$ cat config.mk
export PLATFORM = sky130hd
export DESIGN_NAME = weight_load_ctrl
export DESIGN_NICKNAME = d
export VERILOG_FILES = /design/src/rtl/weight_load_ctrl_pkg.sv /design/src/rtl/weight_load_ctrl.sv
export SDC_FILE = /design/constraint.sdc
export NUM_CORES = 1
export LEC_CHECK = 0
export CORE_MARGIN = 3
export CORE_UTILIZATION = 45
export CTS_BUF_LIST = sky130_fd_sc_hd__clkbuf_8
export DETAILED_ROUTE_END_ITERATION = 8
export PLACE_DENSITY = 0.79
export SETUP_SLACK_MARGIN = 0.05
export SYNTH_ARGS = -nofsm -noshare
export SYNTH_HDL_FRONTEND = slang
export SYNTH_SLANG_ARGS = --single-unit
$ cat constraint.sdc
create_clock -name clk -period 1.66 [get_ports clk]
set_input_delay 0.249 -clock clk [delete_from_list [all_inputs] [get_ports clk]]
set_output_delay 0.249 -clock clk [all_outputs]
set_load 0.005 [all_outputs]
$ cat src/rtl/weight_load_ctrl_pkg.sv
// Shared types and constants for the kernel weight loader.
package weight_load_ctrl_pkg;

  // Kernel shape selector; code 3 is reserved and rejected at start.
  typedef enum logic [1:0] {
    WMODE_5X5 = 2'd0,
    WMODE_4X4 = 2'd1,
    WMODE_4X2 = 2'd2,
    WMODE_ILL = 2'd3
  } wmode_e;

  // Weight counts per kernel shape (bias word follows the last weight).
  localparam int unsigned N_5X5 = 25;
  localparam int unsigned N_4X4 = 16;
  localparam int unsigned N_4X2 = 8;

  typedef enum logic [2:0] {
    ST_IDLE  = 3'd0,
    ST_RD_W  = 3'd1,
    ST_RD_B  = 3'd2,
    ST_DRAIN = 3'd3,
    ST_DONE  = 3'd4
  } state_e;

  // Index of the last weight for a shape; the issue counter compares against it.
  function automatic logic [4:0] wmode_last(wmode_e m);
    case (m)
      WMODE_5X5: wmode_last = 5'(N_5X5 - 1);
      WMODE_4X4: wmode_last = 5'(N_4X4 - 1);
      default:   wmode_last = 5'(N_4X2 - 1);
    endcase
  endfunction

endpackage

$ cat src/rtl/weight_load_ctrl.sv
// Kernel weight loader: streams N weights plus one bias from weight memory
// to the weight buffer, one read per cycle while granted.
module weight_load_ctrl
  import weight_load_ctrl_pkg::*;
(
  input  logic        clk,
  input  logic        rst_n,
  input  logic        i_start,
  input  logic [1:0]  i_mode,
  input  logic [15:0] i_base,
  output logic        o_busy,
  output logic        o_done,
  output logic        o_cfg_err,
  output logic        o_mem_req,
  output logic [15:0] o_mem_addr,
  input  logic        i_mem_gnt,
  input  logic [7:0]  i_mem_rdata,
  output logic        o_weight_new,
  output logic        o_weight_new_16,
  output logic        o_weight_new_8,
  output logic [7:0]  o_weight,
  output logic        o_bias_new,
  output logic [7:0]  o_bias
);

  state_e      state_q, state_d;
  wmode_e      mode_q, mode_d;
  logic [4:0]  issue_cnt_q, issue_cnt_d;
  // Read accepted last edge; its data is on i_mem_rdata this cycle.
  logic        pend_q, pend_d;
  logic        pend_bias_q, pend_bias_d;

  logic        busy_q, busy_d;
  logic        done_q, done_d;
  logic        cfg_err_q, cfg_err_d;
  logic        mem_req_q, mem_req_d;
  logic [15:0] mem_addr_q, mem_addr_d;
  logic        wnew_q, wnew_d;
  logic        wnew16_q, wnew16_d;
  logic        wnew8_q, wnew8_d;
  logic [7:0]  weight_q, weight_d;
  logic        bias_new_q, bias_new_d;
  logic [7:0]  bias_q, bias_d;

  logic        accept;
  assign accept = mem_req_q & i_mem_gnt;

  // Next-state and registered-output computation for the load sequence.
  always_comb begin
    state_d     = state_q;
    mode_d      = mode_q;
    issue_cnt_d = issue_cnt_q;
    busy_d      = busy_q;
    mem_req_d   = mem_req_q;
    mem_addr_d  = mem_addr_q;
    weight_d    = weight_q;
    bias_d      = bias_q;
    done_d      = 1'b0;
    cfg_err_d   = 1'b0;
    wnew_d      = 1'b0;
    wnew16_d    = 1'b0;
    wnew8_d     = 1'b0;
    bias_new_d  = 1'b0;
    pend_d      = accept;
    pend_bias_d = accept && (state_q == ST_RD_B);

    // Capture returning data; the bias is always the last read of a load.
    if (pend_q) begin
      if (pend_bias_q) begin
        bias_new_d = 1'b1;
        bias_d     = i_mem_rdata;
      end else begin
        weight_d = i_mem_rdata;
        case (mode_q)
          WMODE_5X5: wnew_d   = 1'b1;
          WMODE_4X4: wnew16_d = 1'b1;
          default:   wnew8_d  = 1'b1;
        endcase
      end
    end

    case (state_q)
      ST_IDLE: begin
        busy_d = 1'b0;
        // busy_q is still high during the o_done cycle, so a start there is dropped.
        if (i_start && !busy_q) begin
          if (wmode_e'(i_mode) == WMODE_ILL) begin
            cfg_err_d = 1'b1;
          end else begin
            state_d     = ST_RD_W;
            mode_d      = wmode_e'(i_mode);
            issue_cnt_d = 5'd0;
            busy_d      = 1'b1;
            mem_req_d   = 1'b1;
            mem_addr_d  = i_base;
          end
        end
      end
      ST_RD_W: begin
        if (accept) begin
          // base+N for the bias is simply the next address after the last weight.
          mem_addr_d  = mem_addr_q + 16'd1;
          issue_cnt_d = issue_cnt_q + 5'd1;
          if (issue_cnt_q == wmode_last(mode_q)) state_d = ST_RD_B;
        end
      end
      ST_RD_B: begin
        if (accept) begin
          mem_req_d = 1'b0;
          state_d   = ST_DRAIN;
        end
      end
      ST_DRAIN: begin
        if (pend_q && pend_bias_q) state_d = ST_DONE;
      end
      ST_DONE: begin
        done_d  = 1'b1;
        state_d = ST_IDLE;
      end
      default: state_d = ST_IDLE;
    endcase
  end

  // State and output registers; reset abandons any load in flight.
  always_ff @(posedge clk or negedge rst_n) begin
    if (!rst_n) begin
      state_q     <= ST_IDLE;
      mode_q      <= WMODE_5X5;
      issue_cnt_q <= 5'd0;
      pend_q      <= 1'b0;
      pend_bias_q <= 1'b0;
      busy_q      <= 1'b0;
      done_q      <= 1'b0;
      cfg_err_q   <= 1'b0;
      mem_req_q   <= 1'b0;
      mem_addr_q  <= 16'd0;
      wnew_q      <= 1'b0;
      wnew16_q    <= 1'b0;
      wnew8_q     <= 1'b0;
      weight_q    <= 8'd0;
      bias_new_q  <= 1'b0;
      bias_q      <= 8'd0;
    end else begin
      state_q     <= state_d;
      mode_q      <= mode_d;
      issue_cnt_q <= issue_cnt_d;
      pend_q      <= pend_d;
      pend_bias_q <= pend_bias_d;
      busy_q      <= busy_d;
      done_q      <= done_d;
      cfg_err_q   <= cfg_err_d;
      mem_req_q   <= mem_req_d;
      mem_addr_q  <= mem_addr_d;
      wnew_q      <= wnew_d;
      wnew16_q    <= wnew16_d;
      wnew8_q     <= wnew8_d;
      weight_q    <= weight_d;
      bias_new_q  <= bias_new_d;
      bias_q      <= bias_d;
    end
  end

  assign o_busy          = busy_q;
  assign o_done          = done_q;
  assign o_cfg_err       = cfg_err_q;
  assign o_mem_req       = mem_req_q;
  assign o_mem_addr      = mem_addr_q;
  assign o_weight_new    = wnew_q;
  assign o_weight_new_16 = wnew16_q;
  assign o_weight_new_8  = wnew8_q;
  assign o_weight        = weight_q;
  assign o_bias_new      = bias_new_q;
  assign o_bias          = bias_q;

endmodule

==> out/qor.csv, run 1 <==
metric,value,unit
drt total wl,7780,microns
synthesized-area fraction occupied by adder cells,0.0101,
Pwr Total,2.78,mW
latest clock arrival within the worst-skew pair,310,ps
highest-count cells in the layout ignoring fill and taps,"sky130_fd_sc_hd__clkdlybuf4s50_1, sky130_fd_sc_hd__dfrtp_1, sky130_fd_sc_hd__buf_4, sky130_fd_sc_hd__nand2_1, sky130_fd_sc_hd__mux2_2",
routed vias,2437,
Combinational Power Share,0.143,
RR Startpoint,state_q[2],
final setup slack of the worst path,-140,ps
largest clock skew in the final design,6.97,ps
post-synth net total,265,
worst path required time,1860,ps
estimated wirelength of the detail-placed design,4630,microns
vias in the first global route,2332,
main combinational cell family by area after synthesis,simple AND/OR/NAND/NOR gates,
proportion of register bits with asynchronous set or reset after synthesis,1.00,
buffer levels on the longest clock path,2,
final critical path time including I/O delays and setup,1800,ps
global-route wire length before repair,10800,microns
First DRT Iteration DRCs,137,
failing checks,setup timing,
compound-cell area share of the yosys netlist,0.147,
final period utilization,1.08,
share of power burned in the clock network,0.365,
power per cell area,695,nW/um^2
Switching Share,0.222,
Total Die Area,6450,sq um
number of nets at the end of the flow,383,
Worst IR Drop VDD,383,uV
count of final setup violators,24,
Die Y-Extent,80.3,microns
total clock buffers created by CTS,5,
synthesized-area fraction occupied by and/or/nand/nor cells,0.199,
register clock-pin slew on the reported worst setup and hold paths,100,ps
Vias per Instance,5.79,
"logic depth of the worst path, buffers included",5,
cell breakdown of the critical path,or3_4 -> or3b_4 -> buf_12 -> o22ai_2 -> a21oi_2,
portion of netlist area occupied by mux cells,0.0766,
Final Core Density,0.764,
maximum number of pins on one net before global-route repair,35,
count of non-filler cells in the finished layout,421,
"Avg Cell Area, Syn",10.7,sq um
I/O pins,70,
Storage cell area,1300,sq um
number of remaining DRC errors,0,
cell leakage power,1.76,nW
Crit path buffers/inverters,1,
Synth Area in XOR/XNOR,0,
"delay-heaviest family, CP",simple AND/OR/NAND/NOR gates,
gate count of the mapped netlist,233,
Critical Path Source,state_q[2],
CP Launch Type,register,
die width,80.3,microns
"most common cell after layout, fill and taps aside",sky130_fd_sc_hd__clkdlybuf4s50_1,
net load switching power,0.617,mW
diode count,0,
Initial Util,0.474,
remaining antenna violation count after routing,0,
placed cell count,398,
kind of critical path,reg -> reg,
worst slew slack as a fraction of its limit,0.689,
cell with the biggest individual delay on the critical path,sky130_fd_sc_hd__or3b_4,
combined area of the multi-input logic cells,1270,sq um
clock root buffer master,sky130_fd_sc_hd__clkbuf_8,
setup repair after global routing missed its margin,true,
"final std cell area, no fill",4000,sq um
kind of end point of the critical path,register,
buffers added on ports,69,
flip-flop and latch count after synthesis,52,
floorplan row count,26,
DP Area,3480,sq um
deepest level of the CTS H-tree,2,
number of synthesized flops with an enable pin,0,
sequential fraction of design power,0.492,
fraction of the yosys area taken by sequential cells,0.524,
biggest area contributors in the synthesized netlist,"sky130_fd_sc_hd__dfrtp_1, sky130_fd_sc_hd__mux2_2, sky130_fd_sc_hd__nand2_1, sky130_fd_sc_hd__o22ai_1, sky130_fd_sc_hd__a211oi_1",
terminus of the critical flop-to-flop path,o_mem_addr[2],
weighted congestion at the end of routability-driven global placement,0.833,
Critical Path Sink,o_mem_addr[2],
P_int,2.17,mW
Max Slew Vio Count,0,
global-route usage over all layers,0.214,
run status,finished with violations,
P&R area growth vs syn,61.2,%
total number of clock tree sinks,52,
r2r worst-path depth,5,
Yosys top cell area share,0.524,
top fanout value on the critical path,6,
delay of the slowest critical-path stage,470,ps
leading register cell type out of synthesis,sky130_fd_sc_hd__dfrtp_1,
clock tree from TritonCTS,built,
filler cell count in the final layout,327,
number of antenna violations at the first check in global routing,0,
Final Hold Viols,0,
worst-case hold slack,435,ps
class of the tightest hold or removal check,in -> async,
cell area after synthesis,2480,sq um
leftover overflow at the end of global routing,0,
Fmax achieved,556,MHz
data arrival time at the worst-slack endpoint,2000,ps
biggest area consumer among synthesized cells,sky130_fd_sc_hd__dfrtp_1,
routed length per placed instance,18.5,microns
drt first pass iters,5,
ratio of cells with drive above 1 in the final layout,0.328,
Worst Max-Slew Pin Slew,466,ps
number of synthesis warnings,0,
number of max-capacitance violations reported,0,
area of the core,5240,sq um
worst-case register-to-register setup slack,-140,ps
number of different library cells in the post-synthesis netlist,50,
## worst min path at each step
| stage | to | startpoint | slack (ps) |
|---|---|---|---|
| after floorplan | issue_cnt_q[0] | rst_n | -50 |
| final | o_bias[4] | rst_n | 430 |
| after CTS | issue_cnt_q[4] | rst_n | 440 |
| after global routing | mode_q[1] | rst_n | 460 |
| after detailed placement | o_weight[4] | rst_n | 230 |
| after global placement | o_weight[4] | rst_n | 220 |
## per-layer routing
layer,wire length [microns],vias up,track usage
met5,0,-,0
li1,-,1101,-
met2,4000,124,0.350
met1,3090,1197,0.274
met3,550,15,0.0527
met4,137,0,0.0794
## final cells by class
class	count	share of cell area
clock buffers	5	0.0172
multi-input cells	160	0.318
repair buffers	120	0.291
flip-flops and latches	52	0.325
well taps	70	0.0219
clock inverters	2	0.0150
inverters	12	0.0113
## cell usage after synthesis, drive strengths merged (3+ instances only)
cell,instances
dfrtp,52
nand2,25
mux2,16
nor2,13
inv,12
nand3,9
nor3,9
o22ai,9
a211oi,7
a21oi,7
buf,7
o21ai,6
and3,4
nand4,4
nor2b,4
nor3b,4
or4,4
a31oi,3
clkbuf,3
nor4,3
o211ai,3
or3b,3
## flip-flops by register name, indices dropped and copies added, names as in the netlist, 2 cells and up
name         cells
issue_cnt_q      5
mode_q           2
o_bias           8
o_mem_addr      16
o_weight         8
state_q          3
## what timing repair did
action | CTS | global route
hold buffers | 1 | 0
setup endpoints to repair | 24 | 29
setup buffers | 6 | 8
hold endpoints to repair | 18 | 0
gates cloned | 1 | 0
pin swaps | 6 | 17
resized for setup | 13 | 46
## kinds of logic after synthesis
logic type,Yosys count
fa+ha+maj,2
simple gates,89
mux,17
compound gates,51
flops,52
buf+inv,22
## metrics by stage
step	worst slack [ps]	TNS, ps
floorplan	-73.7	-134
global placement	-168	-2090
detailed placement	-243	-2700
CTS	-76.2	-629
global route	-184	-2930
finish	-140	-2060
## power groups by stage
stage / clock network (mW) / registers, mW / logic, mW
2_1_floorplan: 0 / 1.39 / 0.0903
6_report: 1.01 / 1.37 / 0.399
3_5_place_dp: 0 / 1.39 / 0.369
4_1_cts: 1.01 / 1.36 / 0.377
5_1_grt: 1.07 / 1.38 / 0.429
3_3_place_gp: 0 / 1.39 / 0.361
No activity file was read; power rests on OpenSTA's default activity.
==> inputs of run 2 (changes only) <==
- RECOVER_POWER: default -> 100
==> run 2 against run 1 <==
  * The flow still finishes with violations (setup timing)
  * Combinational power fell by 1%
  * Via count rose by 0.29%
  * Clock-buffer cell count did not move
  * Critical path type unchanged
  * Largest cell class unchanged
  * Largest power group unchanged
  * Highest routed layer unchanged
==> out/qor.csv, run 2 (synthesis results as in run 1) <==
metric,value,unit
run status,finished with violations,
failing checks,setup timing,
number of flip-flops in the largest register,16,
terminus of the critical flop-to-flop path,o_mem_addr[2],
worst path required time,1860,ps
Vias per Instance,5.81,
"most common cell after layout, fill and taps aside",sky130_fd_sc_hd__clkdlybuf4s50_1,
remaining antenna violation count after routing,0,
die width,80.3,microns
data arrival time at the worst-slack endpoint,1990,ps
final period utilization,1.08,
total clock buffers created by CTS,5,
power per cell area,696,nW/um^2
Initial Util,0.474,
Pwr Total,2.78,mW
r2r worst-path depth,5,
leftover overflow at the end of global routing,0,
Worst Max-Slew Pin Slew,1050,ps
kind of end point of the critical path,register,
setup repair after global routing missed its margin,true,
area of the core,5240,sq um
RR Startpoint,state_q[2],
Final Core Density,0.762,
Fmax achieved,557,MHz
worst-case register-to-register setup slack,-140,ps
clock tree from TritonCTS,built,
cell with the biggest individual delay on the critical path,sky130_fd_sc_hd__or3b_4,
Critical Path Sink,o_mem_addr[2],
total number of clock tree sinks,52,
buffer levels on the longest clock path,2,
drt total wl,7780,microns
global-route wire length before repair,10800,microns
number of nets at the end of the flow,383,
Die Y-Extent,80.3,microns
vias in the first global route,2332,
number of antenna violations at the first check in global routing,0,
"delay-heaviest family, CP",simple AND/OR/NAND/NOR gates,
cell leakage power,1.75,nW
cell breakdown of the critical path,or3_4 -> or3b_4 -> buf_12 -> o22ai_2 -> a21oi_2,
highest-count cells in the layout ignoring fill and taps,"sky130_fd_sc_hd__clkdlybuf4s50_1, sky130_fd_sc_hd__dfrtp_1, sky130_fd_sc_hd__buf_4, sky130_fd_sc_hd__nand2_1, sky130_fd_sc_hd__mux2_2",
Crit path buffers/inverters,1,
ratio of cells with drive above 1 in the final layout,0.319,
number of max-capacitance violations reported,0,
Final Hold Viols,0,
diode count,0,
P&R area growth vs syn,60.6,%
routed vias,2444,
final critical path time including I/O delays and setup,1800,ps
Critical Path Source,state_q[2],
count of final setup violators,24,
worst slew slack as a fraction of its limit,0.298,
largest clock skew in the final design,6.50,ps
First DRT Iteration DRCs,138,
global-route usage over all layers,0.214,
Total Die Area,6450,sq um
register clock-pin slew on the reported worst setup and hold paths,100,ps
final setup slack of the worst path,-136,ps
Worst IR Drop VDD,382,uV
weighted congestion at the end of routability-driven global placement,0.833,
number of remaining DRC errors,0,
filler cell count in the final layout,334,
"logic depth of the worst path, buffers included",5,
drt first pass iters,5,
kind of critical path,reg -> reg,
estimated wirelength of the detail-placed design,4630,microns
buffers added on ports,69,
I/O pins,70,
Max Slew Vio Count,0,
worst-case hold slack,514,ps
delay of the slowest critical-path stage,460,ps
deepest level of the CTS H-tree,2,
clock root buffer master,sky130_fd_sc_hd__clkbuf_8,
CP Launch Type,register,
latest clock arrival within the worst-skew pair,310,ps
floorplan row count,26,
class of the tightest hold or removal check,reg -> reg,
maximum number of pins on one net before global-route repair,35,
routed length per placed instance,18.5,microns
top fanout value on the critical path,6,
## run 2: changes by cell type in the layout (fill, tap and decap cells not counted), sizes merged
cell    change
clkbuf      +5
buf         -5
## run 2: worst min path at each step
stage,start,end,cells after the start
final,o_weight[4],o_weight[4],1
after global routing,o_bias[5],o_bias[5],1
after CTS,rst_n,issue_cnt_q[4],2
after detailed placement,rst_n,o_weight[4],1
after global placement,rst_n,o_weight[4],1
after floorplan,rst_n,issue_cnt_q[0],0
## run 2: area by class of cell
class	instances	area (sq um)	area share
tap	70	87.6	0.0220
timing repair buffer	120	1150	0.289
clock buffer	5	68.8	0.0173
clock inverter	2	60.1	0.0151
sequential	52	1300	0.326
multi-input combinational	160	1270	0.320
inverter	12	45.0	0.0113
## run 2: repair_timing
action | CTS | global route
pin swaps | 6 | 17
hold buffers | 1 | 0
gates cloned | 1 | 0
hold endpoints to repair | 18 | 0
setup endpoints to repair | 24 | 29
resized for setup | 13 | 46
buffers inserted | 6 | 8
## run 2: per-stage QoR
stage	std cells	setup slack, ps	TNS, ps	area (sq um)
2_1_floorplan	233	-73.7	-134	2500
3_3_place_gp	398	-168	-2090	3480
3_5_place_dp	398	-243	-2700	3480
4_1_cts	413	-76.2	-629	3750
5_1_grt	421	-184	-7010	3990
6_report	421	-136	-2060	3990
## run 2: layer usage
layer,up-vias,GRT usage,share of wire,wire [microns]
li1,1100,-,-,-
met1,1194,0.274,0.39,3010
met2,133,0.350,0.51,4010
met3,17,0.0527,0.078,611
met4,0,0.0794,0.020,153
met5,-,0,0,0
## run 2: report_power, final
part           switching [mW]  internal, mW  total, mW  leakage [nW]
clock network           0.420         0.594       1.01        0.0642
registers              0.0460          1.32       1.37         0.626
logic                   0.149         0.245      0.395          1.06
## run 2: worst reg2reg max path: cells and delay by family, from the launching register on
family,cells,cell delay [ps]
compound gates,2,190
flops,1,430
buf+inv,1,170
simple gates,2,910
==> inputs of run 3 (changes only) <==
- GPL_ROUTABILITY_DRIVEN: default -> 0
==> results of run 3 <==
The final DEF is identical to that of run 2; final timing and power are the same.
